### src/rtl/mtr_pi_seq.sv
`default_nettype none
// mtr_pi_seq: meter event latch and priority-interrupt request sequencer.
// Rev 1.0 - initial release.

module mtr_pi_seq #(
  parameter int HOLD_CYC = 2
) (
  input  logic         clk,
  input  logic         i_rst_n,
  input  logic         i_cono_mtr,
  input  logic [18:35] i_ebus_data,
  input  logic [0:3]   i_cnt_cry,
  input  logic         i_interval_done,
  input  logic         i_honor,
  output logic [1:7]   o_pi_req,
  output logic         o_vector_req,
  output logic [0:1]   o_incr_sel,
  output logic         o_func_valid,
  output logic [0:2]   o_pia,
  output logic [0:4]   o_pend
);

  localparam logic [1:0] c_IDLE = 2'd0;
  localparam logic [1:0] c_REQ  = 2'd1;
  localparam logic [1:0] c_XFER = 2'd2;
  localparam logic [1:0] c_DROP = 2'd3;
  localparam logic [2:0] c_SEL_INT = 3'd4;

  logic [1:0] r_state;
  logic [1:0] w_next;
  logic [0:2] r_pia;
  logic [0:4] r_pend;
  logic       r_int_d;
  logic [2:0] r_sel;
  logic [2:0] r_hold;

  logic       w_int_rise;
  logic [0:4] w_set;
  logic [0:4] w_clr;
  logic [0:4] w_srv_mask;
  logic [2:0] w_pri;
  logic       w_xfer_last;
  logic       w_unused_ebus;

  assign w_unused_ebus = ^i_ebus_data[19:32];
  assign w_int_rise    = i_interval_done & ~r_int_d;
  assign w_set         = {i_cnt_cry, w_int_rise};
  assign w_xfer_last   = (r_state == c_XFER) && (r_hold == 3'(HOLD_CYC - 1));

  always_comb begin
    w_srv_mask = '0;
    for (int i = 0; i < 5; i++) begin
      w_srv_mask[i] = (r_sel == 3'(i));
    end
  end

  // New events are OR'ed in after clearing, so a same-edge set always wins.
  always_comb begin
    w_clr = '0;
    if (i_cono_mtr && i_ebus_data[18]) begin
      w_clr = '1;
    end
    if (w_xfer_last) begin
      w_clr = w_clr | w_srv_mask;
    end
  end

  always_comb begin
    w_pri = c_SEL_INT;
    if (r_pend[0])      w_pri = 3'd0;
    else if (r_pend[1]) w_pri = 3'd1;
    else if (r_pend[2]) w_pri = 3'd2;
    else if (r_pend[3]) w_pri = 3'd3;
  end

  always_ff @(posedge clk or negedge i_rst_n) begin
    if (!i_rst_n) begin
      r_state <= c_IDLE;
    end else begin
      r_state <= w_next;
    end
  end

  always_comb begin
    w_next = r_state;
    case (r_state)
      c_IDLE: if ((|r_pend) && (r_pia != 3'd0)) w_next = c_REQ;
      c_REQ: begin
        if (i_cono_mtr || (r_pend == '0)) w_next = c_IDLE;
        else if (i_honor)                 w_next = c_XFER;
      end
      c_XFER: if (w_xfer_last) w_next = c_DROP;
      c_DROP: if (!i_honor)    w_next = c_IDLE;
      default: w_next = c_IDLE;
    endcase
  end

  always_comb begin
    o_pi_req     = '0;
    o_func_valid = (r_state == c_XFER);
    o_vector_req = (r_state == c_XFER) && (r_sel == c_SEL_INT);
    o_incr_sel   = '0;
    if ((r_state == c_XFER) && (r_sel != c_SEL_INT)) begin
      o_incr_sel = r_sel[1:0];
    end
    for (int l = 1; l <= 7; l++) begin
      o_pi_req[l] = (r_state == c_REQ) && (r_pia == 3'(l));
    end
  end

  always_ff @(posedge clk or negedge i_rst_n) begin
    if (!i_rst_n) begin
      r_pia   <= '0;
      r_pend  <= '0;
      r_int_d <= 1'b0;
      r_sel   <= '0;
      r_hold  <= '0;
    end else begin
      r_int_d <= i_interval_done;
      r_pend  <= (r_pend & ~w_clr) | w_set;
      if (i_cono_mtr) begin
        r_pia <= i_ebus_data[33:35];
      end
      if ((r_state == c_REQ) && (w_next == c_XFER)) begin
        r_sel <= w_pri;
      end
      r_hold <= (r_state == c_XFER) ? r_hold + 3'd1 : 3'd0;
    end
  end

  assign o_pia  = r_pia;
  assign o_pend = r_pend;

endmodule

`default_nettype wire

### config.mk
export PLATFORM = sky130hd
export DESIGN_NAME = mtr_pi_seq
export DESIGN_NICKNAME = d
export VERILOG_FILES = /design/src/rtl/mtr_pi_seq.sv
export SDC_FILE = /design/constraint.sdc
export NUM_CORES = 1
export LEC_CHECK = 0
export ABC_AREA = 1
export CORE_MARGIN = 3
export CORE_UTILIZATION = 39
export DETAILED_ROUTE_END_ITERATION = 8
export MAX_ROUTING_LAYER = met4
export PLACE_DENSITY = 0.79
export SYNTH_ARGS = -nofsm -noshare
export SYNTH_HDL_FRONTEND = slang
export SYNTH_SLANG_ARGS = --single-unit
### constraint.sdc
create_clock -name clk -period 1.48 [get_ports clk]
set_input_delay 0.148 -clock clk [delete_from_list [all_inputs] [get_ports clk]]
set_output_delay 0.148 -clock clk [all_outputs]
set_load 0.05 [all_outputs]
# Word level (Yosys, flattened, before mapping)
# Cells that the tools add are included.
[totals] memories=0 reg_bits=17 latchBits=0 ram_bits=0 in_bits=27 mem_bits_ro=0
[op_classes] div_mod_pow=0 mux=14 bitwise=6 n_lt_le_gt_ge=0 shift=0 n_addsub=1 n_reduce_logical=19 mul=0 n_eq_ne=17
[ops] operator="3-bit == test, second input constant" count=5
[ops] operator="3-bit 2-to-1 mux" count=5
[ops] operator="1-bit logical AND" count=13
[ops] operator="3-bit by 2-bit == test with 1-bit output, second input constant" count=4
[ops] operator="2-bit 2-to-1 mux" count=6
[ops] operator="5-bit 2-to-1 mux" count=2
[ops] operator="5-bit OR" count=2
[ops] operator="3-bit by 1-bit == test with 1-bit output, second input constant" count=3
[ops] operator="2-bit one-hot mux with 4 select lines" count=1
[ops] operator="2-bit == test, second input constant" count=3
[ops] operator="5-bit bitwise AND" count=1
[ops] operator="5-bit zero test" count=1
[ops] operator="5-bit inverter" count=1
[ops] operator="5-bit OR reduction" count=1
[ops] operator="3-bit by 1-bit adder with 3-bit output, second input constant" count=1
[ops] operator="3-bit zero test" count=1
[ops] operator="3-bit inequality test, second input constant" count=1
[ops] operator="3-bit nonzero test" count=1
[ops] operator="2-bit by 1-bit == test with 1-bit output, second input constant" count=1
[ops] operator="2-bit zero test" count=1
[ops] operator="1-bit bitwise AND" count=1
[ops] operator="1-bit logical OR" count=1
[ops] operator="1-bit inverter" count=1

# Logic depth before layout (Yosys ltp)
# Gate-level depths: netlist of the first run.
[depth] depth_word=7 depth_mapped=9

# Worst setup path after synthesis of the first run
# OpenSTA, ideal clock, no wires.
[synth_path] kind="register to output" from="register r_pia, in the netlist o_pia[0]" to="output port o_pi_req[4] in the netlist's numbering" stages_incl_launch_ff=3 setup_slack_ns=-0.536 arrival_ns=1.868 t_required_ns=1.332 n_path_buf=0 path_cell_list="dfrtp_1 nand2_1 nor3_1"
[synth_via] elab_chain_len=2
[synth_lines] item="from (decl)" line="31" rtl="logic [0:2] r_pia;"
[synth_lines] item="from (signal assigned)" line="122" rtl="r_pia <= i_ebus_data[33:35];"
[synth_lines] item="3-bit == test" line="107" rtl="o_pi_req[l] = (r_state == c_REQ) && (r_pia == 3'(l));"
[synth_lines] item="1-bit logical AND" line="107"
[synth_lines] item="to (decl)" line="15" rtl="output logic [1:7] o_pi_req,"
# Every way passes these cells.

# Worst setup path after layout of the first run
[layout_path] from="register r_state[0]" to="output port o_pi_req[4] in the netlist's numbering"
[layout_via] elab_chain_len=2
[layout_lines] item="from (decl)" line="29" rtl="logic [1:0] r_state;"
[layout_lines] item="from (signal assigned)" line="78" rtl="r_state <= c_IDLE;"
[layout_lines] item="from (signal assigned)" line="80" rtl="r_state <= w_next;"
[layout_lines] item="2-bit by 1-bit == test with 1-bit output" line="107"
[layout_lines] item="1-bit logical AND" line="107"
# Every way passes these cells.

==> impl_metrics.csv, run 1 <==
group,metric,value,unit
yosys,syn_avg_cell_area,7.53,µm²
flow_run,drv_cap,0,
yosys,synthFlopType,"dfrtp_1",
clock_tree,cts_tree,"done",
yosys,synth.most_common_cell,"nand2_1",
yosys,yosys_warnings,0,
route,top_layer,"met4",
worst_setup_path,rrSetupSlack,0.22,ns
finish,nNetsFinal,188,
clock_tree,cts_max_path_buffers,2,
timing,max_freq,0.666,GHz
route,wl,2320,µm
run_status,violations,"negative setup slack",
die,die_width,53.9,µm
worst_hold_path,hp-class,"in -> async",
route,drt-initial-drc-count,25,
finish,nFillCells,146,
worst_setup_path,cp_cell_sequence,"inv_2 -> nor2_4 -> nand2_4 -> nor3_4 -> buf_12",
yosys,synthSimpleGateAreaFrac,34.6,%
placed_design,gp_congestion,0.783,
worst_setup_path,crit_buf_inv,2,
clock_tree,clkTransAtPathRegs,0.10,ns
yosys,synthArstFlopShare,100,%
yosys,syn-cell-area,896,µm²
finish,area_growth,65.4,%
timing,setup-violations-final,1,
yosys,synth_area_leaders,"dfrtp_1 47%, nand2_1 13%, inv_1 8.0%",
route,postRouteAntennaNets,0,
worst_setup_path,end_kind,"output port",
timing,hold_viol_final,0,
die,initial_core_util,43.4,%
die,die_area,2910,µm²
global_routing,antenna_found_initial,0,
timing,relSlewSlack,84.4,%
die,coreArea,2060,µm²
placed_design,port_buffers,31,
run_status,outcome,"complete, but fails checks",
timing,skew,0.00988,ns
yosys,synthMuxAreaShare,0,%
die,rows,16,
yosys,synth_xor_area_share,0.978,%
timing,totalNegativeSetupSlack,-0.0205,ns
power_and_ir_drop,powerDensity,1240,nW/µm²
worst_setup_path,path_class,"reg -> out",
global_routing,grt_pass1_wl,3990,µm
yosys,synth-compound-area-share,4.89,%
die,ios,46,
route,met3_length,144,µm
route,drt-met1-wl,899,µm
timing,rsz0062_at_grt,"true",
worst_setup_path,cp.arrival,1.35,ns
clock_tree,cts_sinks,17,
global_routing,grt-ovfl-total,0,
finish,utilization,71.8,%
worst_setup_path,worst_setup_path_start_kind,"flop",
yosys,yosys_register_bits,17,
timing,fin_crit,1.50,ns
global_routing,grt_usage,19.4,%
route,vias,925,
route,wl_met2,1210,µm
worst_setup_path,r2r-start,"r_hold[1]",
clock_tree,h-tree-depth,1,
clock_tree,ctsHoldBuffers,0,
die,dieHeight,53.9,µm
route,vias_per_cell,5.00,
worst_setup_path,crit_fanout,4,
clock_tree,root_buffer,"clkbuf_4",
clock_tree,cts_made_buffers,3,
global_routing,grt_pass1_vias,938,
yosys,syn_inst,119,
yosys,synth_edf_count,0,
timing,drv_slew,0,
yosys,post-synth-top-area-cell,"dfrtp_1",
global_routing,grt_max_degree,18,
worst_setup_path,worstReg2RegEnd,"o_pend[1]",
yosys,syn_nets,148,
route,wl_per_cell,12.5,µm
placed_design,place_hpwl,1800,µm
finish,n_antenna_cell,0,
worst_setup_path,crit_family,"flip-flops",
yosys,seq_area_frac_synth,47.5,%
worst_setup_path,crit_slowest_cell,"dfrtp_1",
yosys,synth_cell_types,19,
timing,setup_ws,-0.0205,ns
power_and_ir_drop,p_leak,0.000688,µW
worst_setup_path,required,1.33,ns
yosys,yosysTopAreaCellShare,47.5,%
worst_setup_path,max_stage_delay,0.43,ns
power_and_ir_drop,peakVddDrop,0.812,mV
route,dr.pass1.iters,4,
timing,layout_worst_path_cycle_share,101,%
route,drc,0,
yosys,synthTopCellsByCount,"30 x nand2_1, 19 x inv_1, 17 x dfrtp_1, 17 x nor2_1, 8 x nand3_1",
yosys,synth_top_family_by_area,"simple AND/OR/NAND/NOR gates",
timing,worst_pin_slew,0.233,ns
worst_setup_path,ff2ff_path_depth,9,
yosys,synthAdderAreaFrac,2.79,%
clock_tree,clkLatencyLatePin,0.29,ns
finish,final_layout_size_suffix_gt1_share,33.5,%
[through the flow]
step,cells,instance area [µm²],power [µW],setup WS (ns),hold slack (ns)
after floorplan,119,916,1120,-0.202,-0.148
after global placement,178,1370,1400,0.159,0.418
after detailed placement,178,1370,1430,0.123,0.434
after CTS,185,1450,1790,-0.0396,0.175
after global routing,185,1480,1930,-0.0760,0.201
final,185,1480,1830,-0.0205,0.166
[cells by family (layout without fill, tap and decap cells)]
| logic type | Yosys count | after routing |
|---|---|---|
| AO/OA/AOI/OAI | 8 | 8 |
| buffers and inverters | 22 | 61 |
| XOR/XNOR | 1 | 1 |
| AND/OR/NAND/NOR | 69 | 69 |
| adder cells (fa/ha/maj) | 2 | 2 |
| flip-flops | 17 | 17 |
[cell usage in the layout, fill, tap and decap left out, types with 2 or more instances in the layout]
cell              n
nand2_1          27
inv_1            17
dfrtp_1          14
clkdlybuf4s50_1  12
buf_12           12
buf_4            11
nor2_1            8
nand3_1           7
nor2_4            6
nor2_2            6
nor3_1            5
inv_2             4
nand4_1           3
o21ai_0           3
clkbuf_4          3
dfrtp_2           3
nand2_2           2
nand3_2           2
nand2_4           2
a21oi_1           2
ha_1              2
[layer usage]
layer	vias to the layer above	track usage, %
met1	425	21.5
met4	0	7.66
met5	-	-
met2	42	34.9
li1	447	-
met3	11	2.49
[flip-flops by register name (all words and copies together), names as in the netlist]
register and count:
o_pend 5, o_pia 3, r_hold 3, r_sel 3, r_state 2, r_int_d 1
[power by group]
| part | switching [µW] | leakage [µW] | internal (µW) |
|---|---|---|---|
| clock | 142 | 0.0000150 | 105 |
| sequential | 99.2 | 0.000203 | 545 |
| combinational | 569 | 0.000470 | 370 |
[final cells by class]
type / count / area [µm²] / area share (%)
Inverter: 22 / 85.1 / 5.74
Tap cell: 27 / 33.8 / 2.28
Multi-Input combinational cell: 80 / 464 / 31.3
Clock buffer: 4 / 26.3 / 1.77
Sequential cell: 17 / 429 / 29.0
Timing Repair Buffer: 35 / 443 / 29.9
[how the worst max path moves through the flow]
| stage | start | to | slack [ns] | cells after the start |
|---|---|---|---|---|
| final | r_state[0] | o_pi_req[4] | -0.02 | 5 |
| after global routing | r_state[0] | o_pi_req[4] | -0.08 | 5 |
| after CTS | r_state[0] | o_pi_req[4] | -0.04 | 5 |
| after detailed placement | r_state[0] | o_pi_req[4] | 0.12 | 5 |
| after global placement | r_state[0] | o_pi_req[4] | 0.16 | 5 |
| after floorplan | r_state[1] | o_incr_sel[0] | -0.20 | 4 |
[what timing repair did]
item,CTS,global route
gates resized for setup,10,10
pin swaps,1,3
cloned,0,0
buffers inserted,3,0
endpoints found under the setup margin,10,10
(Power assumes the default switching activity.)
==> inputs of run 2 (changes only) <==
--- a/config.mk
+++ b/config.mk
@@ -9,6 +9,7 @@
 export CORE_MARGIN = 3
 export CORE_UTILIZATION = 39
 export DETAILED_ROUTE_END_ITERATION = 8
+export GPL_ROUTABILITY_DRIVEN = 0
 export MAX_ROUTING_LAYER = met4
 export PLACE_DENSITY = 0.79
 export SYNTH_ARGS = -nofsm -noshare
==> results of run 2 <==
No change in the layout: final DEF, timing and power equal those of run 1.
==> inputs of run 3 (changes only) <==
--- a/config.mk
+++ b/config.mk
@@ -6,7 +6,7 @@
 export NUM_CORES = 1
 export LEC_CHECK = 0
 export ABC_AREA = 1
-export CORE_MARGIN = 3
+export CORE_MARGIN = 10
 export CORE_UTILIZATION = 39
 export DETAILED_ROUTE_END_ITERATION = 8
 export GPL_ROUTABILITY_DRIVEN = 0
==> run 3 against run 2 <==
Against the previous run:
- the flow still finishes with violations (negative setup slack)
- sequential power down 0.9%
- flip-flop and latch count unchanged
- routed wire length up 27%
- critical path type unchanged
- largest cell class is now non-clock buffers
- highest routed layer unchanged
==> impl_metrics.csv, run 3 (synthesis gave the netlist of run 1 again) <==
group,metric,value,unit
run_status,outcome,"complete, but fails checks",
run_status,violations,"negative setup slack",
global_routing,grt_pass1_wl,4740,µm
finish,n_antenna_cell,0,
placed_design,place_hpwl,2230,µm
power_and_ir_drop,p_sw,853,µW
die,initial_core_util,40.9,%
finish,area_growth,73.7,%
route,wl,2950,µm
placed_design,placed_area,1400,µm²
die,die_width,67.9,µm
clock_tree,cts_made_buffers,3,
clock_tree,cts_tree,"done",
clock_tree,cts_sinks,17,
worst_setup_path,cp.arrival,1.37,ns
finish,multi_input_area,472,µm²
worst_setup_path,worstReg2RegEnd,"r_state[1]",
clock_tree,cts_max_path_buffers,2,
placed_design,placed_cells,179,
finish,final_area,1560,µm²
timing,drv_slew,0,
worst_setup_path,end_kind,"output port",
timing,layout_worst_path_cycle_share,103,%
timing,skew,0.0115,ns
clock_tree,root_buffer,"clkbuf_4",
power_and_ir_drop,p_clk_share,12.3,%
die,dieHeight,67.9,µm
finish,utilization,71.0,%
timing,setup_ws,-0.0417,ns
route,vias_per_cell,5.06,
route,wl_per_cell,15.3,µm
die,ios,46,
worst_setup_path,ff2ff_path_depth,4,
die,die_area,4610,µm²
finish,regArea,428,µm²
power_and_ir_drop,combPwrFrac,55.3,%
die,coreArea,2190,µm²
global_routing,grt_usage,13.5,%
finish,layout.cells.non_filler,192,
worst_setup_path,required,1.33,ns
placed_design,port_buffers,31,
power_and_ir_drop,p_sw_share,43.3,%
route,drc,0,
finish,largest_reg_flops,5,
finish,final_layout_size_suffix_gt1_share,37.2,%
global_routing,grt_max_degree,18,
worst_setup_path,r2r-start,"o_pend[3]",
route,postRouteAntennaNets,0,
power_and_ir_drop,p_leak,0.000727,µW
finish,final_cell_mix,"26 x nand2_1, 15 x inv_1, 15 x dfrtp_1, 15 x buf_4, 14 x buf_12",
worst_setup_path,critPathLaunch,"r_state[0]",
timing,hold_viol_final,0,
global_routing,grt-ovfl-total,0,
clock_tree,h-tree-depth,1,
finish,nNetsFinal,194,
timing,setup-violations-final,3,
worst_hold_path,hp-class,"in -> async",
power_and_ir_drop,peakVddDrop,0.842,mV
worst_setup_path,crit_path_end,"o_pi_req[1]",
power_and_ir_drop,p_int,1120,µW
timing,worst_pin_slew,0.248,ns
power_and_ir_drop,total_power,1970,µW
flow_run,drv_cap,0,
finish,final_common_cell,"nand2_1",
power_and_ir_drop,seq_power_share,32.4,%
route,drt-initial-drc-count,49,
worst_setup_path,path_class,"reg -> out",
timing,rsz0062_at_grt,"true",
global_routing,grt_pass1_vias,1012,
global_routing,antenna_found_initial,0,
route,vias,971,
timing,totalNegativeSetupSlack,-0.0875,ns
worst_setup_path,crit_fanout,3,
power_and_ir_drop,powerDensity,1270,nW/µm²
timing,max_freq,0.657,GHz
finish,nFillCells,154,
worst_setup_path,rrSetupSlack,0.13,ns
clock_tree,clkLatencyLatePin,0.29,ns
clock_tree,clkTransAtPathRegs,0.10,ns
worst_setup_path,worst_setup_path_start_kind,"flop",
timing,fin_crit,1.52,ns
timing,relSlewSlack,83.4,%
route,dr.pass1.iters,4,
die,rows,17,
clock_tree,ctsHoldBuffers,0,
==> run 3: power groups by stage <==
stage / Combinational, µW / Sequential [µW] / Clock (µW)
finish: 1090 / 638 / 243
global route: 1160 / 647 / 266
CTS: 1010 / 634 / 248
detailed placement: 808 / 645 / 0
global placement: 779 / 637 / 0
floorplan: 426 / 690 / 0
==> run 3: how the worst min path moves through the flow <==
stage / startpoint / to
5_1_grt: i_rst_n / r_sel[2]
3_5_place_dp: r_int_d / o_pend[4]
2_1_floorplan: i_rst_n / o_pend[0]
4_1_cts: i_rst_n / o_pend[2]
3_3_place_gp: r_int_d / o_pend[4]
6_report: i_rst_n / r_sel[2]
==> run 3: worst max-delay path, stage by stage, from the launching register on <==
cell and delay [ns]:
dfrtp_1 0.40, inv_2 0.07, nor2_4 0.15, nand2_2 0.13, nor2_2 0.17, buf_12 0.16
==> run 3: metal layers <==
layer  vias to the layer above  GRT usage (%)  wire length [µm]  part of all wire [%]
met3                         6           2.94               131                   4.4
met4                         0           4.77                54                   1.8
met5                         -              -                 0                     0
met1                       463           14.5              1080                    37
li1                        461              -                 -                     -
met2                        41           23.8              1690                    57
==> run 3: area by class of cell <==
class / count / area share [%]
Sequential cell: 17 / 27.5
Timing Repair Buffer: 41 / 33.0
Clock buffer: 4 / 1.69
Tap cell: 28 / 2.25
Inverter: 22 / 5.31
Multi-Input combinational cell: 80 / 30.3
==> run 3: timing repair <==
item                                    in CTS  in global routing
pin swaps                                    5                  2
gates resized for setup                     17                  5
endpoints found under the setup margin      10                 10
setup buffers                                6                  3
==> run 3: stage by stage <==
step | setup slack [ns] | hold slack [ns]
after CTS | -0.0342 | 0.173
final | -0.0417 | 0.171
after global routing | -0.106 | 0.190
after global placement | 0.164 | 0.420
after floorplan | -0.202 | -0.148
after detailed placement | 0.130 | 0.446
